`src/rtl/fetch_stage_if.sv`:
```
// Bundle of fetch-stage signals: decode handshake, EX redirect and instruction-memory port.
// The master modport is the fetch stage; the slave side is decode, EX and imem together.
interface fetch_stage_if;
  logic        stall_d;
  logic        redirect;
  logic [31:0] redirect_pc;
  logic        imem_req;
  logic [31:0] imem_addr;
  logic [31:0] imem_rdata;
  logic [31:0] instr_d;
  logic [31:0] pc_d;
  logic [31:0] pc_plus4_d;
  logic        valid_d;

  modport master (
    input  stall_d, redirect, redirect_pc, imem_rdata,
    output imem_req, imem_addr, instr_d, pc_d, pc_plus4_d, valid_d
  );

  modport slave (
    output stall_d, redirect, redirect_pc, imem_rdata,
    input  imem_req, imem_addr, instr_d, pc_d, pc_plus4_d, valid_d
  );
endinterface

```
`src/rtl/fetch_stage.sv`:
```
// RV32I instruction-fetch front end: owns the fetch PC, issues imem reads under a credit rule,
// buffers responses in a small prefetch FIFO and presents the head entry to decode.
module fetch_stage #(
  parameter logic [31:0] RESET_PC   = 32'h0000_0000,
  parameter int          FIFO_DEPTH = 2,
  parameter logic [31:0] NOP_INSTR  = 32'h0000_0013
) (
  input  logic          clk,
  input  logic          reset,
  fetch_stage_if.master io_fetch
);

  localparam int PTR_W = (FIFO_DEPTH > 1) ? $clog2(FIFO_DEPTH) : 1;
  localparam int CNT_W = PTR_W + 1;

  logic [31:0]      r_pcF;
  logic [31:0]      r_reqPc;
  logic             r_inflight;
  logic [31:0]      r_fifoInstr [FIFO_DEPTH];
  logic [31:0]      r_fifoPc    [FIFO_DEPTH];
  logic [PTR_W-1:0] r_rdPtr;
  logic [PTR_W-1:0] r_wrPtr;
  logic [CNT_W-1:0] r_count;

  logic             w_valid;
  logic             w_pop;
  logic             w_push;
  logic             w_req;
  logic [CNT_W:0]   w_occupancy;
  logic [31:0]      w_headInstr;
  logic [31:0]      w_headPc;

  // A request is only issued when the entry it will occupy is guaranteed free, so the FIFO
  // never overflows; a redirect blocks both the pop and the push of its own cycle.
  always_comb begin
    w_valid     = (r_count != '0);
    w_pop       = w_valid && !io_fetch.stall_d && !io_fetch.redirect;
    w_push      = r_inflight && !io_fetch.redirect;
    w_occupancy = {1'b0, r_count} + (CNT_W+1)'(r_inflight) - (CNT_W+1)'(w_pop);
    w_req       = !reset && !io_fetch.redirect
                  && (w_occupancy < (CNT_W+1)'(FIFO_DEPTH));
    w_headInstr = w_valid ? r_fifoInstr[r_rdPtr] : NOP_INSTR;
    w_headPc    = w_valid ? r_fifoPc[r_rdPtr]    : 32'h0000_0000;
  end

  assign io_fetch.imem_req   = w_req;
  assign io_fetch.imem_addr  = r_pcF;
  assign io_fetch.valid_d    = w_valid;
  assign io_fetch.instr_d    = w_headInstr;
  assign io_fetch.pc_d       = w_headPc;
  assign io_fetch.pc_plus4_d = w_headPc + 32'd4;

  // Clearing r_inflight on reset or redirect discards the response due next cycle.
  always_ff @(posedge clk) begin
    if (reset) begin
      r_pcF      <= RESET_PC;
      r_reqPc    <= 32'h0000_0000;
      r_inflight <= 1'b0;
      r_rdPtr    <= '0;
      r_wrPtr    <= '0;
      r_count    <= '0;
    end else if (io_fetch.redirect) begin
      r_pcF      <= {io_fetch.redirect_pc[31:2], 2'b00};
      r_inflight <= 1'b0;
      r_rdPtr    <= '0;
      r_wrPtr    <= '0;
      r_count    <= '0;
    end else begin
      if (w_req) begin
        r_pcF   <= r_pcF + 32'd4;
        r_reqPc <= r_pcF;
      end
      r_inflight <= w_req;
      if (w_push) begin
        r_wrPtr <= r_wrPtr + 1'b1;
      end
      if (w_pop) begin
        r_rdPtr <= r_rdPtr + 1'b1;
      end
      r_count <= r_count + CNT_W'(w_push) - CNT_W'(w_pop);
    end
  end

  always_ff @(posedge clk) begin
    if (!reset && w_push) begin
      r_fifoInstr[r_wrPtr] <= io_fetch.imem_rdata;
      r_fifoPc[r_wrPtr]    <= r_reqPc;
    end
  end

`ifndef SYNTHESIS
  always_ff @(posedge clk) begin
    if (!reset) begin
      assert (!(w_push && (r_count == CNT_W'(FIFO_DEPTH))));
    end
  end
`endif

endmodule
```
`src/flat_wrapper.sv`:
```
// flat-port wrapper written by rule: the top's interface ports become plain ports
module fetch_stage_flat 
#(
  parameter logic [31:0] RESET_PC   = 32'h0000_0000,
  parameter int          FIFO_DEPTH = 2,
  parameter logic [31:0] NOP_INSTR  = 32'h0000_0013
)
  (clk, reset, io_fetch_stall_d, io_fetch_redirect, io_fetch_redirect_pc, io_fetch_imem_rdata, io_fetch_imem_req, io_fetch_imem_addr, io_fetch_instr_d, io_fetch_pc_d, io_fetch_pc_plus4_d, io_fetch_valid_d);
  fetch_stage_if io_fetch_i ();
  input  logic clk;
  input  logic reset;
  input wire logic [$bits(io_fetch_i.stall_d)-1:0] io_fetch_stall_d;
  input wire logic [$bits(io_fetch_i.redirect)-1:0] io_fetch_redirect;
  input wire logic [$bits(io_fetch_i.redirect_pc)-1:0] io_fetch_redirect_pc;
  input wire logic [$bits(io_fetch_i.imem_rdata)-1:0] io_fetch_imem_rdata;
  output wire logic [$bits(io_fetch_i.imem_req)-1:0] io_fetch_imem_req;
  output wire logic [$bits(io_fetch_i.imem_addr)-1:0] io_fetch_imem_addr;
  output wire logic [$bits(io_fetch_i.instr_d)-1:0] io_fetch_instr_d;
  output wire logic [$bits(io_fetch_i.pc_d)-1:0] io_fetch_pc_d;
  output wire logic [$bits(io_fetch_i.pc_plus4_d)-1:0] io_fetch_pc_plus4_d;
  output wire logic [$bits(io_fetch_i.valid_d)-1:0] io_fetch_valid_d;
  assign io_fetch_i.stall_d = io_fetch_stall_d;
  assign io_fetch_i.redirect = io_fetch_redirect;
  assign io_fetch_i.redirect_pc = io_fetch_redirect_pc;
  assign io_fetch_i.imem_rdata = io_fetch_imem_rdata;
  assign io_fetch_imem_req = io_fetch_i.imem_req;
  assign io_fetch_imem_addr = io_fetch_i.imem_addr;
  assign io_fetch_instr_d = io_fetch_i.instr_d;
  assign io_fetch_pc_d = io_fetch_i.pc_d;
  assign io_fetch_pc_plus4_d = io_fetch_i.pc_plus4_d;
  assign io_fetch_valid_d = io_fetch_i.valid_d;
  fetch_stage #(.RESET_PC(RESET_PC), .FIFO_DEPTH(FIFO_DEPTH), .NOP_INSTR(NOP_INSTR)) u_core (.clk(clk), .reset(reset), .io_fetch(io_fetch_i));
endmodule
```
`config.mk`:
```
export PLATFORM = sky130hd
export DESIGN_NAME = fetch_stage_flat
export DESIGN_NICKNAME = d
export VERILOG_FILES = /design/src/rtl/fetch_stage_if.sv /design/src/rtl/fetch_stage.sv /design/src/flat_wrapper.sv
export SDC_FILE = /design/constraint.sdc
export NUM_CORES = 1
export LEC_CHECK = 0
export ABC_AREA = 1
export BUFFER_PORTS_ARGS = -buffer_cell sky130_fd_sc_hd__buf_2
export CORE_UTILIZATION = 59
export DETAILED_ROUTE_END_ITERATION = 10
export PLACE_DENSITY_LB_ADDON = 0.12
export SLEW_MARGIN = 20
export SYNTH_ARGS = -nofsm -noshare
export SYNTH_HDL_FRONTEND = slang
export SYNTH_SLANG_ARGS = --single-unit
```
`constraint.sdc`:
```
create_clock -name clk -period 16.8 [get_ports clk]
set_clock_uncertainty 0.2 [all_clocks]
set_input_delay 2.52 -clock clk [delete_from_list [all_inputs] [get_ports clk]]
set_output_delay 2.52 -clock clk [all_outputs]
set_load 0.01 [all_outputs]
```
# Yosys cells after proc, flatten, opt, wreduce, memory -nomap -nowiden

Memory sizes are Yosys's and may differ from the RTL's. A register that Yosys moved wholly into a read port is not among the register bits.
Cells that the tools add are included.

Memories: 2
Register bits after elaboration: 69
Bits in read-only memories: 0
Bits in writable memories: 128
Bits in latches: 0

Memories:

| memory             | depth | width | read ports | clocked after memory_dff | wr ports | line              | text |
|---|---|---|---|---|---|---|---|
| u_core.r_fifoInstr | 2     | 32    | 1          | 1                        | 1        | fetch_stage.sv:19 | `logic [31:0] r_fifoInstr [FIFO_DEPTH];` |
| u_core.r_fifoPc    | 2     | 32    | 1          | 1                        | 1        | fetch_stage.sv:20 | `logic [31:0] r_fifoPc [FIFO_DEPTH];` |

Equality and inequality tests: 0
Multipliers: 0
Shifts and indexed selects: 0
Multiplexer cells: 10
Bitwise gates (word level): 1
Magnitude comparators: 1
Add/subtract/negate cells: 8
Reduce and logical (&&, ||, !) cells: 13
Div/mod/pow operators: 0

Operator list:

| cell                                                | number |
|---|---|
| two-way mux 32 bit                                  | 4 |
| adder 32 x 3 -> 32 bit (second input constant)      | 2 |
| logical AND 1 bit                                   | 6 |
| two-way mux 1 bit                                   | 6 |
| nonzero test 2 bit                                  | 2 |
| adder 2 x 1 -> 3 bit                                | 1 |
| zero test 1 bit                                     | 3 |
| < comparator 3 x 2 -> 1 bit (second input constant) | 1 |
| subtractor 3 x 1 -> 3 bit                           | 1 |
| adder 1 bit (second input constant)                 | 2 |
| adder 2 x 1 -> 2 bit                                | 1 |
| AND reduction 2 bit                                 | 1 |
| OR reduction 2 bit                                  | 1 |
| subtractor 2 x 1 -> 2 bit                           | 1 |
| NOT 1 bit                                           | 1 |

# Logic depth before layout (Yosys ltp)

Gate-level depths: netlist (run 1).

Depth in word-level cells: 8
Gate-level depth with buffers: 19
Gate-level depth less buffers: 16

# Least setup slack after synthesis (run 1)

No wires, ideal clock.

Path type: input to register
From: input reset
To: memory u_core.r_fifoInstr[1][0] (enable)
Data required time: 16.042 ns
Arrival: 7.062 ns
Setup slack: 8.980 ns
Path buffers: 1
Stages: 4
Cells stage by stage: buf_4 > inv_4 > nand2_2 > nor3_1

Longest elaborated chain between the ends: 4

RTL lines:

| what                                    | line               | text |
|---|---|---|
| from (decl)                             | flat_wrapper.sv:11 | `input logic reset;` |
| zero test 1 bit                         | fetch_stage.sv:85  | `if (!reset && w_push) begin` |
| logical AND 1 bit                       | fetch_stage.sv:85  |  |
| two-way mux 1 bit                       | fetch_stage.sv:85  |  |
| two-way mux 1 bit (implied by the code) | fetch_stage.sv:86  | `r_fifoInstr[r_wrPtr] <= io_fetch.imem_rdata;` |
| to (decl)                               | fetch_stage.sv:19  |  |

No other way between the ends.

# Worst setup path after layout (run 1)

From: input io_fetch_redirect
To: output io_fetch_imem_req

Longest elaborated chain between the ends: 5

RTL lines:

| what                        | line                                 | text |
|---|---|---|
| from (decl)                 | flat_wrapper.sv:13                   | `input wire logic [$bits(io_fetch_i.redirect)-1:0] io_fetch_redirect;` |
| zero test 1 bit *           | fetch_stage.sv:37, fetch_stage.sv:40 |  |
| logical AND 1 bit           | fetch_stage.sv:37                    | `w_pop = w_valid && !io_fetch.stall_d && !io_fetch.redirect;` |
| subtractor 3 x 1 -> 3 bit   | fetch_stage.sv:39                    | `w_occupancy = {1'b0, r_count} + (CNT_W+1)'(r_inflight) - (CNT_W+1)'(w_pop);` |
| < comparator 3 x 2 -> 1 bit | fetch_stage.sv:41                    | `&& (w_occupancy < (CNT_W+1)'(FIFO_DEPTH));` |
| logical AND 1 bit *         | fetch_stage.sv:41                    |  |
| to (decl)                   | flat_wrapper.sv:16                   | `output wire logic [$bits(io_fetch_i.imem_req)-1:0] io_fetch_imem_req;` |

Mark *: on every way between the ends. The rest lies on a longest branch, timed or not.

==> flow_summary.ini, run 1 <==
[outcome]
run_status = finished clean

[floorplan]
std_cell_rows = 45
die-width_um = 127
pin_count = 198
die_area_mm2 = 0.0162
core_region_area_mm2 = 0.0153
die_y_um = 127
initial_core_util = 0.605

[timing]
max_clk_rate_mhz = 133
setup_viol = 0
number_of_failing_hold_endpoints_at_the_final_stage = 0
setup_tns_ns = 0
fin_crit_sh = 0.448
timing_worst_slew_pin_value_ns = 0.885
timing.slew.headroom = 0.407
grt_setup_unrepaired = false
slew_violations = 0
finalCriticalPeriod_ns = 7.52

[worst_setup_path]
setup.worst_path.class = primary input to output pin
timing.critical_path.to_type = output pin
worst-endpoint-arrival_ns = 4.80
crit_fanout = 33
critical_path_required_ns = 14.08
critical_path.startpoint_type = primary input

[drt]
routedWlPerCell_um = 13.9
viasPerCell = 5.17
routed.top_layer = met4
route.vias.total = 7694
wl_met1_mm = 9.39
drt_first_pass_iters = 5
met3RoutedLength_mm = 1.39
detail_route.drc_violations = 0
route.antenna.remaining_nets = 0
route.final.wire_length_mm = 20.6
dr.first_iter.drc_count = 573
met2_length_mm = 9.56

[final_layout]
num-nets-final = 1336
drive_gt1_frac = 0.215
area_growth_syn_to_layout_pct = 16.6
multi_input_area_mm2 = 0.00347
nFillCells = 1258
seqCellArea_mm2 = 0.00505
final_cells = 1488
antenna-diode-count = 0

[synth]
synth.ff_latch_count = 190
post_synth.cell_area_avg_um2 = 8.44
postSynth.topFlopCell = sky130_fd_sc_hd__edfxtp_1
synth_async_sr_flop_share = 0
count_of_mapped_cells_out_of_synthesis = 1094
synth_common_cells = 340 x sky130_fd_sc_hd__nand2_1, 124 x sky130_fd_sc_hd__edfxtp_1, 109 x sky130_fd_sc_hd__inv_1, 109 x sky130_fd_sc_hd__nor2_1, 76 x sky130_fd_sc_hd__nand3_1
synthTopCellsByArea = sky130_fd_sc_hd__edfxtp_1 40%, sky130_fd_sc_hd__dfxtp_1 14%, sky130_fd_sc_hd__nand2_1 14%, sky130_fd_sc_hd__inv_1 4.4%, sky130_fd_sc_hd__nor2_1 4.4%
yosysMostFrequentCell = sky130_fd_sc_hd__nand2_1
syn-cell-area_mm2 = 0.00924
multiplexer_area_fraction_after_synthesis = 0
synth_top_area_cell = sky130_fd_sc_hd__edfxtp_1
synth_compound_area_frac = 0.0715
synth_fa_ha_area_frac = 0.00623
combinational_family_with_the_most_area_after_synthesis = simple AND/OR/NAND/NOR gates
synth_top_area_frac = 0.403
synth.yosys.warnings = 0
yosys.area_share.simple = 0.270
synth_xor_xnor_area_share = 0.0247
synth_edf_count = 124
sequential_to_total_area_share_from_yosys_stat = 0.546
count_of_cell_types_in_the_netlist = 37

[clocking]
clockRootBuffer = sky130_fd_sc_hd__clkbuf_16
tritoncts = yes
cts.htree.levels = 4
worst_setup_hold_path_clk_slew_ns = 0.07
clock_sinks = 190
cts_max_path_bufs = 2
cts_resized = 0
cts_inserted_buffers = 17
cts.hold.buffers_added = 0
postCtsSetupRepairBufs = 0
clock_latency_on_the_worst_skew_pair_ns = 0.43

[placement]
port-buffer-count = 189
gpl.final_weighted_congestion = 0.914
place.detailed.hpwl_mm = 14.3
dpl.cell_count = 1456

[global_route]
global_route_wire_length_before_repair_mm = 32.9
grt_pass1_vias = 6772
antenna_found_initial = 0
grt_overflow_total = 0
grt_start_max_net_pins = 70
global_route.usage.total = 0.262

[power_and_ir_drop]
switching_share = 0.244
leakagePower_nw = 4.84
p_int_mw = 0.730
power_density_over_cell_area_mw_per_mm2 = 89.7
switching_component_of_the_power_mw = 0.236
power_frac_clock = 0.390
pwr-share-comb = 0.070
power.sequential.fraction = 0.540
max-vdd-ir-drop_mv = 0.0655

[run]
drv.max_cap_violation_count = 0

[min_path]
hp-class = register to register
-- placed cells by master, fill, tap and decap left out, drive strengths merged --
| master | instances |
|---|---|
| a21oi | 68 |
| nand3 | 80 |
| conb | 6 |
| dfxtp | 66 |
| a22oi | 3 |
| and2 | 4 |
| nand3b | 1 |
| xnor2 | 2 |
| nand2 | 353 |
| inv | 121 |
| a211oi | 10 |
| ha | 3 |
| or2 | 1 |
| edfxtp | 124 |
| nor3 | 12 |
| a31oi | 2 |
| nand4 | 3 |
| o21ai | 42 |
| xor2 | 24 |
| fa | 1 |
| buf | 195 |
| clkbuf | 18 |
| nor2 | 130 |
| clkinvlp | 3 |
| clkinv | 5 |
-- stage by stage --
stage | setup WS [ns] | hold slack [ns] | util | cell area (um2) | power [mW]
CTS | 9.28 | 0.259 | 0.706 | 10800 | 0.972
detailed placement | 9.31 | 0.234 | 0.669 | 10200 | 0.599
finish | 9.28 | 0.260 | 0.706 | 10800 | 0.966
global route | 9.04 | 0.272 | 0.706 | 10800 | 0.999
floorplan | 8.98 | 0.220 | - | 9250 | 0.573
global placement | 9.34 | 0.229 | 0.669 | 10200 | 0.597
-- critical path, cell delays in order --
cell                      delay [ns]
sky130_fd_sc_hd__buf_2          0.47
sky130_fd_sc_hd__nor2_1         0.14
sky130_fd_sc_hd__nand2_1        0.16
sky130_fd_sc_hd__inv_1          0.08
sky130_fd_sc_hd__nor2_1         0.08
sky130_fd_sc_hd__o21ai_0        0.10
sky130_fd_sc_hd__fa_1           0.49
sky130_fd_sc_hd__inv_1          0.05
sky130_fd_sc_hd__nor2_2         0.11
sky130_fd_sc_hd__nand2_2        0.31
sky130_fd_sc_hd__inv_2          0.14
sky130_fd_sc_hd__buf_2          0.13
-- logic make-up after synthesis --
kind of cell,count (synthesis)
buffers and inverters,164
xor gates and xnor gates,26
adders and majority gates,4
other,1
DFF,190
AOI/OAI and AO/OA,125
and+or+nand+nor,584
-- flip-flops by register name, indices dropped and copies added, names as in the netlist, named ones only --
register	count
u_core.io_fetch.imem_addr	30
u_core.r_count	2
u_core.r_fifoInstr	64
u_core.r_fifoPc	60
u_core.r_inflight	1
u_core.r_rdPtr	1
u_core.r_reqPc	30
u_core.r_wrPtr	1
-- layer usage --
metal / track usage / up-vias
met2: 0.423 / 294
met3: 0.0440 / 20
met4: 0.0910 / 0
li1: - / 3887
met1: 0.362 / 3493
met5: 0 / -
-- worst paths after layout --
check	from	end	slack, ns	cells past startpoint
max reg2reg	u_core.r_count[1]	u_core.io_fetch.imem_addr[29]	12.44	16
min reg2reg	u_core.r_reqPc[8]	u_core.r_fifoPc[1][8]	0.26	0
max	io_fetch_redirect	io_fetch_imem_req	9.28	12
min	u_core.r_reqPc[8]	u_core.r_fifoPc[1][8]	0.26	0
-- power by group through the flow --
stage,Sequential (mW),Clock (mW),Combinational (mW)
after floorplan,0.532,0,0.0416
after CTS,0.522,0.383,0.0673
after global routing,0.524,0.399,0.0763
after detailed placement,0.532,0,0.0669
after global placement,0.532,0,0.0652
final,0.522,0.377,0.0677
-- cell type report --
class	count	share of cell area
Sequential cell	190	0.468
Multi-Input combinational cell	745	0.322
Timing Repair Buffer	195	0.0920
Inverter	115	0.0410
Clock buffer	18	0.0398
Tap cell	211	0.0245
Clock inverter	14	0.0118
Note: power is estimated with default switching activity, not from simulation.
==> inputs of run 2 (changes only) <==
- CORE_UTILIZATION: 59 -> 50
- clock period: 16.8 -> 6.3 ns (I/O delays scaled with it)
==> flow_summary.ini, run 2 (same netlist as run 1, synthesis figures left out) <==
[global_route]
antenna_found_initial = 0
global_route_wire_length_before_repair_mm = 32.6
grt_pass1_vias = 6443
grt_overflow_total = 0
global_route.usage.total = 0.225
grt_start_max_net_pins = 70

[placement]
port-buffer-count = 189
gpl.final_weighted_congestion = 0.916
place.detailed.hpwl_mm = 14.5
dpl.cell_count = 1474

[timing]
fin_crit_sh = 0.697
grt_setup_unrepaired = false
setup_tns_ns = 0
finalCriticalPeriod_ns = 4.39
setup_viol = 0
number_of_failing_hold_endpoints_at_the_final_stage = 0
timing.slew.headroom = 0.364
slew_violations = 0
timing_worst_slew_pin_value_ns = 0.949
timing.hold.ws_ns = 0.250
max_clk_rate_mhz = 228

[final_layout]
area_growth_syn_to_layout_pct = 17.6
largest_reg_flops = 64
drive_gt1_frac = 0.215
regMostFlops = u_core.r_fifoInstr
utilization = 0.603
antenna-diode-count = 0
nFillCells = 1650
mostFrequentLayoutCells = 340 x sky130_fd_sc_hd__nand2_1, 189 x sky130_fd_sc_hd__buf_2, 124 x sky130_fd_sc_hd__edfxtp_1
final_common_cell = sky130_fd_sc_hd__nand2_1
layout_top_registers = u_core.r_fifoInstr x64, u_core.r_fifoPc x60
multi_input_area_mm2 = 0.00347
final_cells = 1506
seqCellArea_mm2 = 0.00505
num-nets-final = 1336

[run]
drv.max_cap_violation_count = 0

[worst_setup_path]
critical_path_required_ns = 5.15
crit_path_end = io_fetch_imem_req
worstReg2RegEnd = u_core.io_fetch.imem_addr[29]
worst-endpoint-arrival_ns = 3.24
crit_path_start = io_fetch_redirect
reg2reg_slack_ns = 2.39
timing.critical_path.to_type = output pin
critical_path.startpoint_type = primary input
crit_fanout = 33
ff2ff_path_depth = 15
setup.worst_path.class = primary input to output pin
reg2reg_from = u_core.r_count[1]

[clocking]
cts_max_path_bufs = 2
cts.htree.levels = 4
cts_resized = 0
cts_inserted_buffers = 17
tritoncts = yes
clockRootBuffer = sky130_fd_sc_hd__clkbuf_16
cts.hold.buffers_added = 0
clock_latency_on_the_worst_skew_pair_ns = 0.43
postCtsSetupRepairBufs = 0
clock_sinks = 190
worst_setup_hold_path_clk_slew_ns = 0.07

[floorplan]
die-width_um = 138
pin_count = 198
initial_core_util = 0.512
die_area_mm2 = 0.0190
die_y_um = 138
core_region_area_mm2 = 0.0180
std_cell_rows = 49

[min_path]
hp-class = register to register

[power_and_ir_drop]
fin_total_pwr_mw = 2.68
max-vdd-ir-drop_mv = 0.165
leakagePower_nw = 4.88
power_density_over_cell_area_mw_per_mm2 = 247

[drt]
dr.first_iter.drc_count = 521
route.final.wire_length_mm = 21.1
route.antenna.remaining_nets = 0
viasPerCell = 4.97
drt_first_pass_iters = 5
routedWlPerCell_um = 14.0
detail_route.drc_violations = 0
route.vias.total = 7491

[outcome]
run_status = finished clean
run 2: cell types whose count changed in the layout (fill, tap and decap cells not counted), sizes merged:
cell and delta:
bufinv +3, clkinvlp -2, inv -1
run 2: where the power goes:
part / internal [mW] / switching (mW)
combinational: 0.0643 / 0.116
clock: 0.635 / 0.474
sequential: 1.36 / 0.0316
run 2: layout make-up:
cell class	instances	share of cell area
clock inverter	14	0.0168
timing repair buffer	195	0.0924
tap	229	0.0264
sequential	190	0.465
clock buffer	18	0.0395
inverter	115	0.0407
multi-input combinational	745	0.320
run 2: worst min-delay path by stage:
stage | startpoint | end | cells past startpoint
after CTS | u_core.r_reqPc[12] | u_core.r_fifoPc[0][12] | 0
final | u_core.r_reqPc[26] | u_core.r_fifoPc[0][26] | 0
after detailed placement | u_core.r_reqPc[12] | u_core.r_fifoPc[0][12] | 0
after global routing | u_core.r_reqPc[7] | u_core.r_fifoPc[0][7] | 0
after global placement | u_core.r_reqPc[10] | u_core.r_fifoPc[0][10] | 0
after floorplan | u_core.r_reqPc[10] | u_core.r_fifoPc[0][10] | 0
run 2: worst max-delay path, cell delays in order:
cell and delay (ns):
sky130_fd_sc_hd__buf_2 0.49, sky130_fd_sc_hd__nor2_1 0.15, sky130_fd_sc_hd__nand2_1 0.16, sky130_fd_sc_hd__nor2_1 0.09, sky130_fd_sc_hd__o21ai_0 0.21, sky130_fd_sc_hd__fa_1 0.44
sky130_fd_sc_hd__inv_1 0.08, sky130_fd_sc_hd__nor2_2 0.04, sky130_fd_sc_hd__nand2_2 0.42, sky130_fd_sc_hd__inv_2 0.06, sky130_fd_sc_hd__buf_2 0.15
run 2: routing by layer:
metal	global-route usage	part of all wire
met1	0.328	0.48
met2	0.347	0.45
met3	0.0387	0.063
met4	0.0598	0.011
met5	0	0
run 2: metrics by stage:
step / setup slack (ns) / instance area, um2
after floorplan: 0.0546 / 9250
after global placement: 1.95 / 10200
after detailed placement: 1.92 / 10200
after CTS: 1.90 / 10900
after global routing: 1.62 / 10900
final: 1.91 / 10900
